`src/rtl/cpc_romsel_ctrl.sv`:
```
// cpc_romsel_ctrl
//  Clocked ROM-select front end for the eight-ROM expansion board.
//  Snoops Z80 I/O writes to &DFxx and holds the selected upper-ROM number.
//  From that number it drives ROMDIS, the four socket chip selects and
//  socket A14. Optionally it runs the timed EEPROM write cycle used for
//  in-system programming.
//
//  Optional feature macro: ROM_PROGRAM_EN
//    defined   -> write FSM (IDLE/PULSE/WAIT) drives ROM_WE_B and BUSY
//    undefined -> ROM_WE_B tied 1, BUSY tied 0 (same port list)
//
//  Ports
//    CLK        in   board clock, all state on rising edge
//    RESET      in   synchronous reset, active high
//    A[2:0]     in   bus address A[15:13]
//    D[7:0]     in   bus data
//    IOREQ_B    in   Z80 IORQ, active low
//    MREQ_B     in   Z80 MREQ, active low
//    WR_B       in   Z80 WR, active low
//    SLOT_MASK  in   per-slot populated mask (bit n = ROM n of bank)
//    WPROT      in   1 = block EEPROM writes
//    ROMDIS     out  board claims current upper-ROM selection
//    ROMCS_B    out  socket chip selects, active low (socket k = ROMs 2k,2k+1)
//    ROM_A14    out  socket A14 = romsel[0]
//    ROM_WE_B   out  EEPROM write enable, active low
//    BUSY       out  EEPROM write cycle in progress
//    ROMSEL     out  last value written to &DFxx
module cpc_romsel_ctrl #(
    parameter int BANK          = 0,
    parameter int SYNC_STAGES   = 2,
    parameter int WE_PULSE_CLKS = 4,
    parameter int TWC_CLKS      = 160000
) (
    input  logic       CLK,
    input  logic       RESET,
    input  logic [2:0] A,
    input  logic [7:0] D,
    input  logic       IOREQ_B,
    input  logic       MREQ_B,
    input  logic       WR_B,
    input  logic [7:0] SLOT_MASK,
    input  logic       WPROT,
    output logic       ROMDIS,
    output logic [3:0] ROMCS_B,
    output logic       ROM_A14,
    output logic       ROM_WE_B,
    output logic       BUSY,
    output logic [7:0] ROMSEL
);

    localparam int          SYNC_W    = 14;
    // Bus idle: strobes high, address/data don't-care (cleared).
    localparam logic [13:0] SYNC_IDLE = {3'b000, 8'h00, 3'b111};
    localparam logic        BANK_BIT  = 1'(BANK);

    logic [SYNC_W-1:0] sync_r [SYNC_STAGES];
    logic [2:0]        a_s;
    logic [7:0]        d_s;
    logic              ioreq_b_s;
    logic              mreq_b_s;
    logic              wr_b_s;
    logic              sel_stb_s;
    logic              sel_stb_r;
    logic [7:0]        romsel_r;
    logic              hit_s;
    logic [3:0]        cs_b_s;
    logic              freeze_s;
    logic              romdis_r;
    logic [3:0]        romcs_b_r;
    logic              rom_a14_r;

    // Synchronizer chain for every bus input.
    always_ff @(posedge CLK) begin
        if (RESET) begin
            for (int i = 0; i < SYNC_STAGES; i++) begin
                sync_r[i] <= SYNC_IDLE;
            end
        end else begin
            sync_r[0] <= {A, D, IOREQ_B, MREQ_B, WR_B};
            for (int i = 1; i < SYNC_STAGES; i++) begin
                sync_r[i] <= sync_r[i-1];
            end
        end
    end

    assign a_s       = sync_r[SYNC_STAGES-1][13:11];
    assign d_s       = sync_r[SYNC_STAGES-1][10:3];
    assign ioreq_b_s = sync_r[SYNC_STAGES-1][2];
    assign mreq_b_s  = sync_r[SYNC_STAGES-1][1];
    assign wr_b_s    = sync_r[SYNC_STAGES-1][0];

    // &DFxx decode only needs A13 low during an I/O write.
    assign sel_stb_s = ~ioreq_b_s & ~wr_b_s & ~a_s[0];

    // ROM-select register: loads once on the rising edge of the strobe.
    always_ff @(posedge CLK) begin
        if (RESET) begin
            sel_stb_r <= 1'b0;
            romsel_r  <= 8'hFF;
        end else begin
            sel_stb_r <= sel_stb_s;
            if (sel_stb_s && !sel_stb_r) begin
                romsel_r <= d_s;
            end else begin
                romsel_r <= romsel_r;
            end
        end
    end

    // Board claims the ROM only if in range, in our bank and populated.
    always_comb begin
        hit_s = 1'b0;
        if ((romsel_r[7:4] == 4'h0) && (romsel_r[3] == BANK_BIT) &&
            SLOT_MASK[romsel_r[2:0]]) begin
            hit_s = 1'b1;
        end else begin
            hit_s = 1'b0;
        end
    end

    // One socket per ROM pair; unclaimed numbers leave every socket idle.
    always_comb begin
        cs_b_s = 4'hF;
        if (hit_s) begin
            cs_b_s[romsel_r[2:1]] = 1'b0;
        end else begin
            cs_b_s = 4'hF;
        end
    end

    // Output register; held while an EEPROM write cycle is in progress.
    always_ff @(posedge CLK) begin
        if (RESET) begin
            romdis_r  <= 1'b0;
            romcs_b_r <= 4'hF;
            rom_a14_r <= 1'b1;
        end else if (!freeze_s) begin
            romdis_r  <= hit_s;
            romcs_b_r <= cs_b_s;
            rom_a14_r <= romsel_r[0];
        end else begin
            romdis_r  <= romdis_r;
            romcs_b_r <= romcs_b_r;
            rom_a14_r <= rom_a14_r;
        end
    end

    assign ROMDIS  = romdis_r;
    assign ROMCS_B = romcs_b_r;
    assign ROM_A14 = rom_a14_r;
    assign ROMSEL  = romsel_r;

`ifdef ROM_PROGRAM_EN
    typedef enum logic [1:0] {
        ST_IDLE  = 2'd0,
        ST_PULSE = 2'd1,
        ST_WAIT  = 2'd2
    } wr_state_t;

    localparam int CNT_MAX = (TWC_CLKS > WE_PULSE_CLKS) ? TWC_CLKS : WE_PULSE_CLKS;
    localparam int CNT_W   = $clog2(CNT_MAX + 1);

    wr_state_t        state_r;
    logic [CNT_W-1:0] cnt_r;
    logic             we_b_r;
    logic             busy_r;
    logic             wr_stb_s;
    logic             wr_stb_r;

    // Memory write into &C000-&FFFF targets the selected EEPROM.
    assign wr_stb_s = ~mreq_b_s & ~wr_b_s & (a_s[2:1] == 2'b11);
    assign freeze_s = (state_r != ST_IDLE);

    // EEPROM write FSM: WE pulse, then the device's internal write time.
    always_ff @(posedge CLK) begin
        if (RESET) begin
            state_r  <= ST_IDLE;
            cnt_r    <= '0;
            we_b_r   <= 1'b1;
            busy_r   <= 1'b0;
            wr_stb_r <= 1'b0;
        end else begin
            wr_stb_r <= wr_stb_s;
            case (state_r)
                ST_IDLE: begin
                    if (wr_stb_s && !wr_stb_r && hit_s && !WPROT) begin
                        state_r <= ST_PULSE;
                        cnt_r   <= '0;
                        we_b_r  <= 1'b0;
                        busy_r  <= 1'b1;
                    end else begin
                        state_r <= ST_IDLE;
                    end
                end
                ST_PULSE: begin
                    if (cnt_r == CNT_W'(WE_PULSE_CLKS - 1)) begin
                        state_r <= ST_WAIT;
                        cnt_r   <= '0;
                        we_b_r  <= 1'b1;
                    end else begin
                        cnt_r <= cnt_r + CNT_W'(1);
                    end
                end
                ST_WAIT: begin
                    if (cnt_r == CNT_W'(TWC_CLKS - 1)) begin
                        state_r <= ST_IDLE;
                        cnt_r   <= '0;
                        busy_r  <= 1'b0;
                    end else begin
                        cnt_r <= cnt_r + CNT_W'(1);
                    end
                end
                default: begin
                    state_r <= ST_IDLE;
                    cnt_r   <= '0;
                    we_b_r  <= 1'b1;
                    busy_r  <= 1'b0;
                end
            endcase
        end
    end

    assign ROM_WE_B = we_b_r;
    assign BUSY     = busy_r;
`else
    logic unused_s;

    assign freeze_s = 1'b0;
    assign ROM_WE_B = 1'b1;
    assign BUSY     = 1'b0;
    assign unused_s = ^{WPROT, mreq_b_s, a_s[2:1], 32'(WE_PULSE_CLKS), 32'(TWC_CLKS)};
`endif

endmodule

```
`config.mk`:
```
export PLATFORM = sky130hd
export DESIGN_NAME = cpc_romsel_ctrl
export DESIGN_NICKNAME = d
export VERILOG_FILES = /design/src/rtl/cpc_romsel_ctrl.sv
export SDC_FILE = /design/constraint.sdc
export NUM_CORES = 1
export LEC_CHECK = 0
export BUFFER_PORTS_ARGS = -buffer_cell sky130_fd_sc_hd__buf_2
export CORE_MARGIN = 1.5
export CORE_UTILIZATION = 43
export DETAILED_ROUTE_END_ITERATION = 10
export PLACE_DENSITY = 0.7
export SLEW_MARGIN = 0
export SYNTH_ARGS = -nofsm -noshare
export SYNTH_HDL_FRONTEND = slang
export SYNTH_SLANG_ARGS = --single-unit
```
`constraint.sdc`:
```
create_clock -name CLK -period 1.5 [get_ports CLK]
set_clock_uncertainty 0.05 [all_clocks]
set_input_delay 0.225 -clock CLK [delete_from_list [all_inputs] [get_ports CLK]]
set_output_delay 0.225 -clock CLK [all_outputs]
set_load 0.02 [all_outputs]
```
==> key figures, run 1 <==
GRT
  – Met3 GRT Util: 0.0721
  – Wire length of the first global-routing pass: 2.88 mm
  – GR Util met1: 0.132
  – Vias in the first global route: 700
  – Busiest grt layer: met2
  – GR Util met2: 0.196
  – Initial antenna violation count: 0
  – Gr usage total: 0.126
  – GRT Residual Overflow: 0
  – Largest net degree at the start of global routing: 33

Floorplan
  – Initial Util: 0.469
  – Die width: 55.7 um
  – Core ar.: 2540 um2
  – DIE AREA: 3100 um2
  – Rows: 18
  – Num ports: 41
  – Chip height: 55.7 um

Place
  – I/O Buffers: 34
  – Detailed placement HPWL: 1.27 mm
  – Cell Area, Placed: 1400 um2
  – Gpl congestion: 0.740

Power and ir drop
  – Clk pwr share: 0.333
  – Peak VDD IR: 0.000661 V
  – Internal power: 1.34 mW
  – Seq pwr share: 0.611
  – Net Switching: 0.334 mW
  – Power density cells: 1110 nW/um2
  – Combinational Power Share: 0.056
  – Total power draw: 1.67 mW
  – Switch share: 0.200
  – Leakage power: 0.671 nW

Cells and area
  – Area growth syn-to-layout: 25.8%
  – Layout cells sized above 1: 0.365
  – Fillers: 229
  – Footprint of the multi-input gates: 445 um2
  – Layout Cell Area excl Fill: 1500 um2
  – Sequential standard cell area: 744 um2
  – Diodes inserted: 0
  – Nets: 172

Clock tree
  – TritonCTS Sinks: 37
  – Register clock-pin slew on the reported worst setup and hold paths: 0.10 ns
  – H-tree Lvls: 2
  – CTS tree: done
  – Total setup buffers inserted after CTS: 0
  – Clock Path Buffers: 2
  – Latest clock arrival within the worst-skew pair: 0.32 ns
  – Root Driver: clkbuf_4
  – CTS Buf Count: 5

Synth
  – Post-synth top cells: dfxtp_1 (37), nor2b_1 (18), nand2_1 (16)
  – Top cells by area, synth: dfxtp_1 (62%), nor2b_1 (9.4%), nand2_1 (5.0%)
  – Asr flop ratio synth: 0
  – Syn_nets: 133
  – Count leader, synth: dfxtp_1
  – Unique masters post-synth: 20
  – Post-synth EDFFs: 0
  – Post-synthesis area per instance: 11.0 um2
  – Synthesized instance count: 108
  – Yosys warns: 0
  – Yosys reg bits: 37
  – Top_reg_cell synth: dfxtp_1
  – Mapped cell area: 1190 um2
  – Cell taking the most area after synthesis: dfxtp_1
  – Share of the synthesized area in the top cell type: 0.621
  – Sequential share of the synthesized area: 0.621

STA
  – Final Hold Fails: 0
  – Worst hold margin: 0.0317 ns
  – Max-slew violations: 0
  – RSZ-0062 raised after global routing: true
  – # setup viols final: 1
  – Period utilisation layout: 1.03
  – Final WS setup: -0.0452 ns
  – FMAX: 0.647 GHz
  – Period minus WS final: 1.55 ns

Routing
  – Remaining routing DRC violations: 0
  – Antenna viol nets, final: 0
  – Initial DRC Count: 4
  – Post-DR vias/cell: 4.49
  – WL per Instance: 10.0 um
  – First-pass detailed-route iteration total: 4
  – Final wirelength: 1.78 mm
  – Via count: 799

Setup path
  – Reg2reg path depth: 3
  – Worst path required time: 1.68 ns
  – Setup CP Type: register to register
  – CP Capture Type: register
  – Crit Path Max Fanout: 5
  – CP Data Arrival Time: 1.73 ns
  – CP startpoint kind: register
  – FF-to-FF setup slack: -0.05 ns

Worst hold path
  – Hold Path Class: primary input to register
  – Hold path cells: 2

Run
  – Max Cap Viol: 0

Outcome
  – Status: complete, but fails checks
  – Violated checks: negative setup slack
-- path summary, 6_finish.rpt --
check	from	end
min reg2reg	sync_r[0][2]$_SDFF_PP1_	sync_r[0][16]$_SDFF_PP1_
max reg2reg	ROMSEL[0]$_SDFFE_PP1P_	ROMDIS$_SDFF_PP0_
max	ROMSEL[0]$_SDFFE_PP1P_	ROMDIS$_SDFF_PP0_
min	WR_B	sync_r[0][0]$_SDFF_PP1_
-- cells by family after synthesis --
logic type | count (synthesis) | share of synthesized area
buffers and inverters | 6 | 0.0252
other | 2 | 0.00630
AND/OR/NAND/NOR | 58 | 0.291
flip-flops | 37 | 0.621
multiplexers | 5 | 0.0567
-- routing by layer --
layer / wire [um] / up-vias
li1: - / 425
met1: 782 / 333
met2: 823 / 37
met3: 150 / 4
met4: 26 / 0
met5: 0 / -
-- area by class of cell --
cell class | count | share of cell area
tap | 30 | 0.0250
clock buffer | 7 | 0.0434
timing repair buffer | 38 | 0.135
clock inverter | 1 | 0.00334
sequential | 37 | 0.496
multi-input combinational | 65 | 0.297
-- sequential cells by signal, indices dropped and copies added (netlist names) --
register   count
ROMSEL         8
ROMDIS         1
sync_r        22
ROM_A14        1
ROMCS_B        4
sel_stb_r      1
-- critical path, stage by stage (launching register included) --
cell and delay, ns:
dfxtp_4 0.41, mux2_4 0.31, mux4_2 0.53, and2_4 0.16
-- what timing repair did --
action / CTS / global route
gates resized for setup: 4 / 2
endpoints found under the setup margin: 1 / 5
endpoints found under the hold margin: 0 / 1
hold buffers: 0 / 1
-- layout by cell type, fill, tap and decap left out, drive strengths merged --
cell type and n:
mux4 1, dfxtp 37, nand3b 8, nor3 1
nor4 2, nand4 1, conb 2, or4 2
or2 5, clkbuf 7, dlygate4sd3 1, nand3 1
clkinv 1, nand4b 2, mux2 4, nor2 1
nand2 16, buf 37, nor2b 18, and2 1
-- power groups by stage --
stage	Combinational [mW]	Sequential, mW	Clock, mW
after floorplan	0.0510	1.04	0
after global placement	0.0820	1.04	0
after detailed placement	0.0868	1.04	0
after CTS	0.0920	1.02	0.574
after global routing	0.103	1.02	0.627
final	0.0928	1.02	0.557
-- through the flow --
stage / setup WS [ns] / setup TNS (ns) / std cells / util
final: -0.0452 / -0.0452 / 178 / 0.589
after global routing: -0.0686 / -0.111 / 178 / 0.589
after CTS: -0.0498 / -0.0498 / 177 / 0.582
after detailed placement: -0.0436 / -0.0436 / 169 / 0.549
after global placement: -0.00440 / -0.00440 / 169 / 0.549
after floorplan: -0.0260 / -0.0260 / 108 / -
No activity file was read; power rests on OpenSTA's default activity.
==> run 2, diff against run 1 <==
- RECOVER_POWER: default -> 25
==> key figures, run 2 (same netlist as run 1, synthesis figures left out) <==
Outcome
  – Status: complete, but fails checks
  – Violated checks: negative setup slack

Worst hold path
  – Hold path cells: 2
  – Hold Path Class: primary input to register

Power and ir drop
  – Power density cells: 1120 nW/um2
  – Internal power: 1.34 mW
  – Leakage power: 0.664 nW
  – Net Switching: 0.334 mW
  – Seq pwr share: 0.612
  – Peak VDD IR: 0.000661 V
  – Switch share: 0.200
  – Clk pwr share: 0.333
  – Combinational Power Share: 0.055

GRT
  – GRT Residual Overflow: 0
  – Largest net degree at the start of global routing: 33
  – Initial antenna violation count: 0
  – Vias in the first global route: 700
  – Wire length of the first global-routing pass: 2.88 mm
  – Gr usage total: 0.126

Routing
  – WL per Instance: 10.0 um
  – Antenna viol nets, final: 0
  – First-pass detailed-route iteration total: 4
  – Post-DR vias/cell: 4.48
  – Final wirelength: 1.78 mm
  – Initial DRC Count: 4
  – Via count: 797
  – Remaining routing DRC violations: 0

Clock tree
  – CTS Buf Count: 5
  – Latest clock arrival within the worst-skew pair: 0.32 ns
  – CTS tree: done
  – Register clock-pin slew on the reported worst setup and hold paths: 0.10 ns
  – Clock Path Buffers: 2
  – H-tree Lvls: 2
  – Total setup buffers inserted after CTS: 0
  – TritonCTS Sinks: 37
  – Root Driver: clkbuf_4

Cells and area
  – Nets: 172
  – Layout cells sized above 1: 0.351
  – Max reg flops: 22
  – Biggest register: sync_r
  – Most common library cell in the layout ignoring fill and taps: dfxtp_1
  – Most frequent cells in the layout: dfxtp_1 (36), buf_2 (33), nor2b_1 (18), nand2_1 (16), nand3b_1 (8)
  – Final Non-Filler Cells: 178
  – Area growth syn-to-layout: 25.4%
  – Diodes inserted: 0

Place
  – Detailed placement HPWL: 1.27 mm
  – I/O Buffers: 34
  – Placed cells: 169
  – Gpl congestion: 0.740

STA
  – Max-slew violations: 0
  – Slew margin rel.: 0.290
  – Period minus WS final: 1.54 ns
  – FMAX: 0.647 GHz
  – RSZ-0062 raised after global routing: true
  – Worst slew pin tran: 1.07 ns
  – Setup TNS: -0.0447 ns
  – # setup viols final: 1
  – Final WS setup: -0.0447 ns
  – Period utilisation layout: 1.03
  – Final Hold Fails: 0
  – Worst hold margin: 0.0318 ns

Setup path
  – CP startpoint kind: register
  – CP Data Arrival Time: 1.72 ns
  – Setup CP Type: register to register
  – CP Capture Type: register
  – Reg2reg path depth: 3
  – Crit Path Max Fanout: 5
  – Worst path required time: 1.68 ns

Floorplan
  – Rows: 18
  – Chip height: 55.7 um
  – Core ar.: 2540 um2
  – DIE AREA: 3100 um2
  – Die width: 55.7 um
  – Num ports: 41
  – Initial Util: 0.469

Run
  – Max Cap Viol: 0
-- run 2: cell count changes in the layout (fill, tap and decap cells not counted), sizes merged --
cell / previous run / this run
buf: 37 / 35
clkbuf: 7 / 9
-- run 2: metrics by stage --
| stage | total power [mW] | area [um2] | setup slack, ns | utilization |
|---|---|---|---|---|
| after global routing | 1.75 | 1500 | -0.0686 | 0.588 |
| after global placement | 1.12 | 1400 | -0.00440 | 0.549 |
| after CTS | 1.69 | 1480 | -0.0498 | 0.582 |
| after floorplan | 1.10 | 1200 | -0.0260 | - |
| final | 1.67 | 1500 | -0.0447 | 0.588 |
| after detailed placement | 1.13 | 1400 | -0.0436 | 0.549 |
-- run 2: power groups by stage --
stage               Combinational [mW]  Sequential (mW)  Clock (mW)
floorplan                       0.0510             1.04           0
global placement                0.0820             1.04           0
detailed placement              0.0868             1.04           0
CTS                             0.0920             1.02       0.574
global route                     0.102             1.02       0.627
finish                          0.0917             1.02       0.557
-- run 2: area by class of cell --
type                       instances  area (um2)
fill                             232        1050
clock buffer                       7        65.1
timing repair buffer              38         198
tap                               30        37.5
sequential                        37         744
multi-input combinational         65         445
clock inverter                     1        5.00
-- run 2: critical path: stages, from the launching register on --
cell and delay, ns:
dfxtp_4 0.41, mux2_4 0.31, mux4_2 0.53, and2_4 0.16
-- run 2: what timing repair did --
action                                  in CTS  in global routing
hold endpoints to repair                     0                  1
hold buffers                                 0                  1
resized for setup                            4                  2
endpoints found under the setup margin       1                  5
-- run 2: routing by layer --
metal / part of all wire / routed length (um) / vias up / track usage
li1: - / - / 425 / -
met4: 0.015 / 26 / 0 / 0.0732
met3: 0.083 / 148 / 4 / 0.0721
met5: 0 / 0 / - / 0
met1: 0.44 / 783 / 331 / 0.132
met2: 0.46 / 823 / 37 / 0.196
-- run 2: worst paths after layout --
| check | slack, ns | end | startpoint |
|---|---|---|---|
| worst min register to register | 0.35 | sync_r[0][16]$_SDFF_PP1_ | sync_r[0][2]$_SDFF_PP1_ |
| worst min-delay path | 0.03 | sync_r[0][0]$_SDFF_PP1_ | WR_B |
| worst max register to register | -0.04 | ROMDIS$_SDFF_PP0_ | ROMSEL[0]$_SDFFE_PP1P_ |
| worst max-delay path | -0.04 | ROMDIS$_SDFF_PP0_ | ROMSEL[0]$_SDFFE_PP1P_ |
